===== config.mk =====
export PLATFORM = sky130hd
export DESIGN_NAME = dual_core_mem_arbiter_flat
export DESIGN_NICKNAME = d
export VERILOG_FILES = /design/src/rtl/dual_core_mem_arbiter_if.sv /design/src/rtl/dual_core_mem_arbiter.sv /design/src/flat_wrapper.sv
export SDC_FILE = /design/constraint.sdc
export NUM_CORES = 1
export LEC_CHECK = 0
export BUFFER_PORTS_ARGS = -buffer_cell sky130_fd_sc_hd__buf_2
export CAP_MARGIN = 20
export CORE_AREA = 2 2 95 61
export DETAILED_ROUTE_END_ITERATION = 7
export DIE_AREA = 0 0 97 63
export GPL_ROUTABILITY_DRIVEN = 1
export MAX_ROUTING_LAYER = met4
export PLACE_DENSITY_LB_ADDON = 0.08
export SLEW_MARGIN = 30
export SYNTH_ARGS = -nofsm -noshare
export SYNTH_HDL_FRONTEND = slang
export SYNTH_SLANG_ARGS = --single-unit
export TNS_END_PERCENT = 10

===== constraint.sdc =====
create_clock -name clk -period 3.6 [get_ports clk]
set_input_delay 0.72 -clock clk [delete_from_list [all_inputs] [get_ports clk]]
set_output_delay 0.72 -clock clk [all_outputs]
set_load 0.05 [all_outputs]

===== src/rtl/dual_core_mem_arbiter_if.sv =====
// Bundle of both cores' memory-side signals plus the shared physical memory port.
// The arbiter takes the slave view; cores and the memory together form the master view.
interface dual_core_mem_arbiter_if #(
  parameter int AW = 8,
  parameter int DW = 8
);
  logic          c0_memread;
  logic          c0_memwrite;
  logic [AW-1:0] c0_adr;
  logic [DW-1:0] c0_writedata;
  logic [DW-1:0] c0_memdata;
  logic          c0_done;
  logic          c0_stall;

  logic          c1_memread;
  logic          c1_memwrite;
  logic [AW-1:0] c1_adr;
  logic [DW-1:0] c1_writedata;
  logic [DW-1:0] c1_memdata;
  logic          c1_done;
  logic          c1_stall;

  logic [AW-1:0] mem_adr;
  logic [DW-1:0] mem_writedata;
  logic          mem_read;
  logic          mem_write;
  logic [DW-1:0] mem_rdata;

  modport slave (
    input  c0_memread, c0_memwrite, c0_adr, c0_writedata,
    output c0_memdata, c0_done, c0_stall,
    input  c1_memread, c1_memwrite, c1_adr, c1_writedata,
    output c1_memdata, c1_done, c1_stall,
    output mem_adr, mem_writedata, mem_read, mem_write,
    input  mem_rdata
  );

  modport master (
    output c0_memread, c0_memwrite, c0_adr, c0_writedata,
    input  c0_memdata, c0_done, c0_stall,
    output c1_memread, c1_memwrite, c1_adr, c1_writedata,
    input  c1_memdata, c1_done, c1_stall,
    input  mem_adr, mem_writedata, mem_read, mem_write,
    output mem_rdata
  );
endinterface


===== src/rtl/dual_core_mem_arbiter.sv =====
// Round-robin arbiter sharing one fixed-latency byte memory between two multicycle cores.
// Each access takes IDLE -> BUSY (LAT cycles of strobe) -> RESP (done pulse) -> IDLE.
module dual_core_mem_arbiter #(
  parameter int AW  = 8,
  parameter int DW  = 8,
  parameter int LAT = 1
) (
  input  logic                   clk,
  input  logic                   reset,
  dual_core_mem_arbiter_if.slave bus
);

  typedef enum logic [1:0] {IDLE, BUSY, RESP} state_t;

  localparam logic [3:0] CNT_LAST = 4'(LAT - 1);

  state_t        state;
  logic [3:0]    cnt;
  logic          owner;
  logic          last;
  logic          op_write;
  logic [AW-1:0] mem_adr_q;
  logic [DW-1:0] mem_writedata_q;
  logic          mem_read_q;
  logic          mem_write_q;
  logic [DW-1:0] c0_memdata_q;
  logic [DW-1:0] c1_memdata_q;
  logic          c0_done_q;
  logic          c1_done_q;

  logic          req0;
  logic          req1;
  logic          grant_core;
  logic          sel_write;
  logic [AW-1:0] sel_adr;
  logic [DW-1:0] sel_writedata;

  assign req0 = bus.c0_memread | bus.c0_memwrite;
  assign req1 = bus.c1_memread | bus.c1_memwrite;

  // On a tie the core that was not served last wins; write dominates a read+write request.
  always_comb begin
    grant_core    = (req0 && req1) ? ~last : req1;
    sel_write     = grant_core ? bus.c1_memwrite  : bus.c0_memwrite;
    sel_adr       = grant_core ? bus.c1_adr       : bus.c0_adr;
    sel_writedata = grant_core ? bus.c1_writedata : bus.c0_writedata;
  end

  always_ff @(posedge clk or negedge reset) begin
    if (!reset) begin
      state           <= IDLE;
      cnt             <= '0;
      owner           <= 1'b0;
      last            <= 1'b1;
      op_write        <= 1'b0;
      mem_adr_q       <= '0;
      mem_writedata_q <= '0;
      mem_read_q      <= 1'b0;
      mem_write_q     <= 1'b0;
      c0_memdata_q    <= '0;
      c1_memdata_q    <= '0;
      c0_done_q       <= 1'b0;
      c1_done_q       <= 1'b0;
    end else begin
      case (state)
        IDLE: begin
          if (req0 || req1) begin
            owner           <= grant_core;
            op_write        <= sel_write;
            mem_adr_q       <= sel_adr;
            mem_writedata_q <= sel_writedata;
            mem_read_q      <= ~sel_write;
            mem_write_q     <= sel_write;
            cnt             <= '0;
            state           <= BUSY;
          end
        end
        BUSY: begin
          if (cnt == CNT_LAST) begin
            if (!op_write) begin
              if (owner) c1_memdata_q <= bus.mem_rdata;
              else       c0_memdata_q <= bus.mem_rdata;
            end
            mem_read_q  <= 1'b0;
            mem_write_q <= 1'b0;
            c0_done_q   <= ~owner;
            c1_done_q   <= owner;
            state       <= RESP;
          end else begin
            cnt <= cnt + 4'd1;
          end
        end
        RESP: begin
          c0_done_q <= 1'b0;
          c1_done_q <= 1'b0;
          last      <= owner;
          state     <= IDLE;
        end
        default: state <= IDLE;
      endcase
    end
  end

  assign bus.mem_adr       = mem_adr_q;
  assign bus.mem_writedata = mem_writedata_q;
  assign bus.mem_read      = mem_read_q;
  assign bus.mem_write     = mem_write_q;
  assign bus.c0_memdata    = c0_memdata_q;
  assign bus.c1_memdata    = c1_memdata_q;
  assign bus.c0_done       = c0_done_q;
  assign bus.c1_done       = c1_done_q;
  assign bus.c0_stall      = req0 & ~c0_done_q;
  assign bus.c1_stall      = req1 & ~c1_done_q;

endmodule


===== src/flat_wrapper.sv =====
// flat-port wrapper written by rule: the top's interface ports become plain ports
module dual_core_mem_arbiter_flat 
#(
  parameter int AW  = 8,
  parameter int DW  = 8,
  parameter int LAT = 1
)
  (clk, reset, bus_c0_memread, bus_c0_memwrite, bus_c0_adr, bus_c0_writedata, bus_c0_memdata, bus_c0_done, bus_c0_stall, bus_c1_memread, bus_c1_memwrite, bus_c1_adr, bus_c1_writedata, bus_c1_memdata, bus_c1_done, bus_c1_stall, bus_mem_adr, bus_mem_writedata, bus_mem_read, bus_mem_write, bus_mem_rdata);
  dual_core_mem_arbiter_if #(.AW(AW), .DW(DW)) bus_i ();
  input  logic clk;
  input  logic reset;
  input wire logic [$bits(bus_i.c0_memread)-1:0] bus_c0_memread;
  input wire logic [$bits(bus_i.c0_memwrite)-1:0] bus_c0_memwrite;
  input wire logic [$bits(bus_i.c0_adr)-1:0] bus_c0_adr;
  input wire logic [$bits(bus_i.c0_writedata)-1:0] bus_c0_writedata;
  output wire logic [$bits(bus_i.c0_memdata)-1:0] bus_c0_memdata;
  output wire logic [$bits(bus_i.c0_done)-1:0] bus_c0_done;
  output wire logic [$bits(bus_i.c0_stall)-1:0] bus_c0_stall;
  input wire logic [$bits(bus_i.c1_memread)-1:0] bus_c1_memread;
  input wire logic [$bits(bus_i.c1_memwrite)-1:0] bus_c1_memwrite;
  input wire logic [$bits(bus_i.c1_adr)-1:0] bus_c1_adr;
  input wire logic [$bits(bus_i.c1_writedata)-1:0] bus_c1_writedata;
  output wire logic [$bits(bus_i.c1_memdata)-1:0] bus_c1_memdata;
  output wire logic [$bits(bus_i.c1_done)-1:0] bus_c1_done;
  output wire logic [$bits(bus_i.c1_stall)-1:0] bus_c1_stall;
  output wire logic [$bits(bus_i.mem_adr)-1:0] bus_mem_adr;
  output wire logic [$bits(bus_i.mem_writedata)-1:0] bus_mem_writedata;
  output wire logic [$bits(bus_i.mem_read)-1:0] bus_mem_read;
  output wire logic [$bits(bus_i.mem_write)-1:0] bus_mem_write;
  input wire logic [$bits(bus_i.mem_rdata)-1:0] bus_mem_rdata;
  assign bus_i.c0_memread = bus_c0_memread;
  assign bus_i.c0_memwrite = bus_c0_memwrite;
  assign bus_i.c0_adr = bus_c0_adr;
  assign bus_i.c0_writedata = bus_c0_writedata;
  assign bus_c0_memdata = bus_i.c0_memdata;
  assign bus_c0_done = bus_i.c0_done;
  assign bus_c0_stall = bus_i.c0_stall;
  assign bus_i.c1_memread = bus_c1_memread;
  assign bus_i.c1_memwrite = bus_c1_memwrite;
  assign bus_i.c1_adr = bus_c1_adr;
  assign bus_i.c1_writedata = bus_c1_writedata;
  assign bus_c1_memdata = bus_i.c1_memdata;
  assign bus_c1_done = bus_i.c1_done;
  assign bus_c1_stall = bus_i.c1_stall;
  assign bus_mem_adr = bus_i.mem_adr;
  assign bus_mem_writedata = bus_i.mem_writedata;
  assign bus_mem_read = bus_i.mem_read;
  assign bus_mem_write = bus_i.mem_write;
  assign bus_i.mem_rdata = bus_mem_rdata;
  dual_core_mem_arbiter #(.AW(AW), .DW(DW), .LAT(LAT)) u_core (.clk(clk), .reset(reset), .bus(bus_i));
endmodule

======== After elaboration in Yosys (flattened, before gate mapping) ========
Index checks and enable logic that the tools add are counted.
storage, ports and cells
  register bits after elaboration ......... 45
  input bits .............................. 46
  output and inout bits ................... 38
  logic and storage cells ................. 61
cells by class
  add/sub/neg operators ................... 1
  eq/ne operators ......................... 5
  muxes and demuxes ....................... 19
  bitwise operators ....................... 10
  reduce and logical (&&, ||, !) cells .... 13
operators with widths
  cell                   number
  $mux W8                2
  $mux W4                2
  $pmux W1 S2            4
  $pmux W4 S2            1
  $reduce_and A4 Y1      2
  $mux W1                7
  $not A1 Y1             6
  $reduce_and A2 Y1      3
  $reduce_and A3 Y1      2
  $add A4 B1 Y4 const B  1
  $logic_not A4 Y1       1
  $mux W2                2
  $ne A2 B1 Y1 const B   2
  $pmux W2 S2            1
  $reduce_bool A2 Y1     2
  $and A1 B1 Y1          2
  $eq A2 B1 Y1 const B   1
  $eq A2 B2 Y1 const B   1
  $logic_not A2 Y1       1
  $ne A2 B2 Y1 const B   1
  $or A1 B1 Y1           2
  $logic_and A1 B1 Y1    1
  $logic_or A1 B1 Y1     1

======== Logic depth before layout (Yosys ltp) ========
  depth after elaboration ................. 7
  depth in mapped cells ................... 7

======== Worst setup path after synthesis ========
No wires, ideal clock.
  kind .................................... input -> output
  start ................................... input bus_c1_memwrite
  end ..................................... output bus_c1_stall
  arrival ................................. 1.403 ns
  required time ........................... 2.880 ns
  setup slack ............................. 1.477 ns
  stages .................................. 2
  path buffers ............................ 0
  path through ............................ nor2_1 nor2_1
between the ends
  cells in the longest elaborated chain, start to end .. 2
RTL lines
  what                RTL line                      source
  start: declaration  flat_wrapper.sv:20            input wire logic [$bits(bus_i.c1_memwrite)-1:0] bus_c1_memwrite;
  $or A1 B1 Y1        dual_core_mem_arbiter.sv:39   assign req1 = bus.c1_memread | bus.c1_memwrite;
  $and A1 B1 Y1       dual_core_mem_arbiter.sv:113  assign bus.c1_stall = req1 & ~c1_done_q;
  end: declaration    flat_wrapper.sv:25            output wire logic [$bits(bus_i.c1_stall)-1:0] bus_c1_stall;
Every way passes these cells.

======== Worst setup path after layout ========
  start ................................... register u_core.cnt[0]
  end ..................................... register u_core.c0_memdata_q[7] (netlist: u_core.bus.c0_memdata[7])
between the ends
  cells in the longest elaborated chain, start to end .. 2
RTL lines
  what                                RTL line                     source
  start: declaration                  dual_core_mem_arbiter.sv:18  logic [3:0] cnt;
  start signal: assignment            dual_core_mem_arbiter.sv:90  cnt <= cnt + 4'd1;
  $logic_not A4 Y1                    dual_core_mem_arbiter.sv:79  if (cnt == CNT_LAST) begin
  $reduce_and A4 Y1 (no source line)  n/a
  end signal: assignment              dual_core_mem_arbiter.sv:82  else c0_memdata_q <= bus.mem_rdata;
  end: declaration                    dual_core_mem_arbiter.sv:26  logic [DW-1:0] c0_memdata_q;
Every way passes these cells.
A chain may end at the register's enable or synchronous reset.

==> flow_summary.yaml <==
final_layout:
  seq_area_um2: 1130
  multi_input_area_um2: 843
  fillers: 514
  syn_to_final_growth_pct: 28.3
  antenna_cells: 0
  drive_above_1_share_pct: 41.2
  nets: 326
  fin_area_um2: 2600
  layout_commonest_cell: "buf_2"
  layout_common_cells: "buf_2, dfrtp_1, a21oi_1, nor2_1, nand2_1"
clock_network:
  clock_latency_ns: 0.29
  post-cts-setup-buffer-count: 0
  clock_sinks: 45
  cts_root_buffer: "clkbuf_8"
  clk_path_buf_depth: 2
  cts_resized: 0
  cts_buffers: 5
  path_clk_slew_ns: 0.08
  cts_hold_buffers: 0
  h-tree-depth: 2
  cts_tree: "done"
global_route:
  grt_pass1_vias: 1610
  grt_use_met3_pct: 4.92
  grt_start_max_net_pins: 46
  grt_pass1_wl_mm: 8.23
  antenna_found_initial: 0
  met1_usage_pct: 26.8
  use_met2_pct: 23.1
  grt_usage_pct: 17.4
  gr-total-overflow: 0
  top_usage_layer: "met1"
routing:
  routed_wl_mm: 4.91
  ant_nets: 0
  wl_per_cell_um: 14.1
  initialDrtViolationCount: 56
  first_pass_iters: 4
  via_per_inst: 4.94
  vias: 1718
  drc_errors: 0
timing:
  finalSetupTns_ns: 0
  timing.slew.headroom_pct: 47.6
  fin_crit_sh_pct: 61.3
  drv_slew: 0
  min_period_ns: 2.21
  worst_pin_slew_ns: 0.783
  max_freq_mhz: 453
  hold_violations: 0
  clock_skew_ns: 0.00503
  setup_viol: 0
  rsz0062_at_grt: "no"
die:
  die_x_um: 97
  die_area_um2: 6110
  initial_utilization_pct: 38.4
  rows: 21
  ios: 84
  die_y_um: 63
  core_um2: 5280
synth:
  synthCells: 194
  ys.flop_type: "dfrtp_1"
  yosys.area.top_type: "dfrtp_1"
  ys_top_cells_by_area: "dfrtp_1, a21oi_1, mux2_4"
  synth_seq_area_share_pct: 55.6
  async_flop_share_pct: 100
  synth_seq_cells: 45
  syn_area_um2: 2030
  synth-edff-count: 0
  syn_avg_cell_area_um2: 10.4
  ys_warn_count: 0
  synth_cell_types: 35
  syn_nets: 242
  synth_top_area_share_pct: 54.3
worst_setup_path:
  worst_ep_required_time_ns: 3.77
  cp_top_family: "simple AND/OR/NAND/NOR gates"
  path_depth: 6
  cp_cell_sequence: "inv_1 > ha_1 > nor3b_4 > nand2_2 > or3_1 > mux2_4"
  cp-end-kind: "flip-flop"
  reg2reg_depth: 6
  crit_slowest_cell: "or3_1"
  cp_max_fo: 8
  rrSetupSlack_ns: 1.39
  crit_type: "reg -> reg"
  critPathBufInv: 1
  reg2reg_to: "u_core.bus.c0_memdata[7]$_DFFE_PN0P_"
  rr_startpoint: "u_core.cnt[0]$_DFFE_PN0P_"
  worst_setup_path_start_kind: "flip-flop"
  slowest_delay_ns: 0.57
  critical_path_arrival_ns: 2.38
power_and_ir_drop:
  powerDensity_nw_per_um2: 1110
  p_switching_w: 0.00152
  combPwrFrac_pct: 57.9
  internal-power_w: 0.00137
  switching_share_pct: 52.5
  leakagePower_nw: 1.28
  clockPowerShare_pct: 10.5
  p_seq_share_pct: 31.6
  vdd_drop_max_mv: 0.561
place:
  finalWeightedCongestion: 0.808
  dpl-instance-area_um2: 2520
  hpwl_mm: 3.58
  port_buffers: 83
status:
  status: "finished, final reports clean"
min_path:
  holdCritPathClass: "in -> async"
flow_run:
  drv_cap: 0
## cell type report
class / count / share of cell area [%]
Clock buffer: 7 / 2.94
Clock inverter: 1 / 0.289
Inverter: 5 / 0.722
Multi-Input combinational cell: 135 / 32.4
Sequential cell: 45 / 43.4
Tap cell: 69 / 3.32
Timing Repair Buffer: 86 / 16.9
## cell families after synthesis
kind of cell	share of synthesized area [%]
DFF	55.6
adders and majority gates	1.23
muxes	10.4
xor gates and xnor gates	0.864
and+or+nand+nor	14.3
buffers and inverters	3.09
AOI/OAI and AO/OA	14.5
## metal layers
layer / wire length [µm] / share of wire (%)
met5: 0 / 0
met4: 13 / 0.26
met3: 325 / 6.6
met2: 1940 / 40
met1: 2630 / 54
## power by group through the flow
stage	clock (W)	sequential (W)	combinational [W]
CTS	0.000316	0.000912	0.00169
floorplan	0	0.00160	0.000601
global route	0.000345	0.000947	0.00179
finish	0.000302	0.000913	0.00167
global placement	0	0.000918	0.00167
detailed placement	0	0.000917	0.00169
## sequential cells by signal (all words and copies together) (netlist names)
register                  cells
u_core.bus.c0_memdata         8
u_core.bus.c1_memdata         8
u_core.bus.mem_adr            8
u_core.bus.mem_writedata      8
u_core.cnt                    4
u_core.state                  2
u_core.bus.c0_done            1
u_core.bus.c1_done            1
u_core.bus.mem_read           1
u_core.bus.mem_write          1
u_core.last                   1
u_core.op_write               1
u_core.owner                  1
## per-stage QoR
stage / std cells / hold slack, ns / power [W] / setup slack (ns) / util [%]
floorplan: 194 / 0.424 / 0.00220 / 1.48 / -
global placement: 340 / 0.482 / 0.00259 / 1.41 / 47.5
detailed placement: 340 / 0.492 / 0.00261 / 1.22 / 47.6
CTS: 348 / 0.437 / 0.00292 / 1.38 / 49.2
global route: 348 / 0.462 / 0.00308 / 1.23 / 49.2
finish: 348 / 0.415 / 0.00289 / 1.39 / 49.2
## worst reg2reg max path, delay by kind of cell (launching register included)
family | cells | cell delay, ns
buffers and inverters | 1 | 0.08
muxes | 1 | 0.38
DFF | 1 | 0.44
adders and majority gates | 1 | 0.15
and+or+nand+nor | 3 | 1.05
## worst max path at each step
stage                     slack [ns]                                       to                 startpoint
final                           1.39     u_core.bus.c0_memdata[7]$_DFFE_PN0P_  u_core.cnt[0]$_DFFE_PN0P_
after detailed placement        1.22        u_core.bus.mem_adr[6]$_DFFE_PN0P_            bus_c1_memwrite
after global routing            1.23     u_core.bus.c0_memdata[2]$_DFFE_PN0P_  u_core.cnt[0]$_DFFE_PN0P_
after global placement          1.41  u_core.bus.mem_writedata[5]$_DFFE_PN0P_            bus_c1_memwrite
after CTS                       1.38     u_core.bus.c0_memdata[7]$_DFFE_PN0P_  u_core.cnt[0]$_DFFE_PN0P_
after floorplan                 1.48                             bus_c1_stall            bus_c1_memwrite
## cell usage after synthesis (2+ instances only)
cell type,instances
mux2_2,8
mux2_4,8
clkbuf_1,6
nand2_1,20
or3_1,2
ha_1,2
xor2_1,2
nor2_1,23
buf_2,2
a31o_2,2
o21ai_0,8
nand3_1,2
a21oi_1,36
nor2b_1,3
nor3_1,2
o21ai_1,2
dfrtp_1,44
inv_1,5
Power figures use the tool's default switching activity.
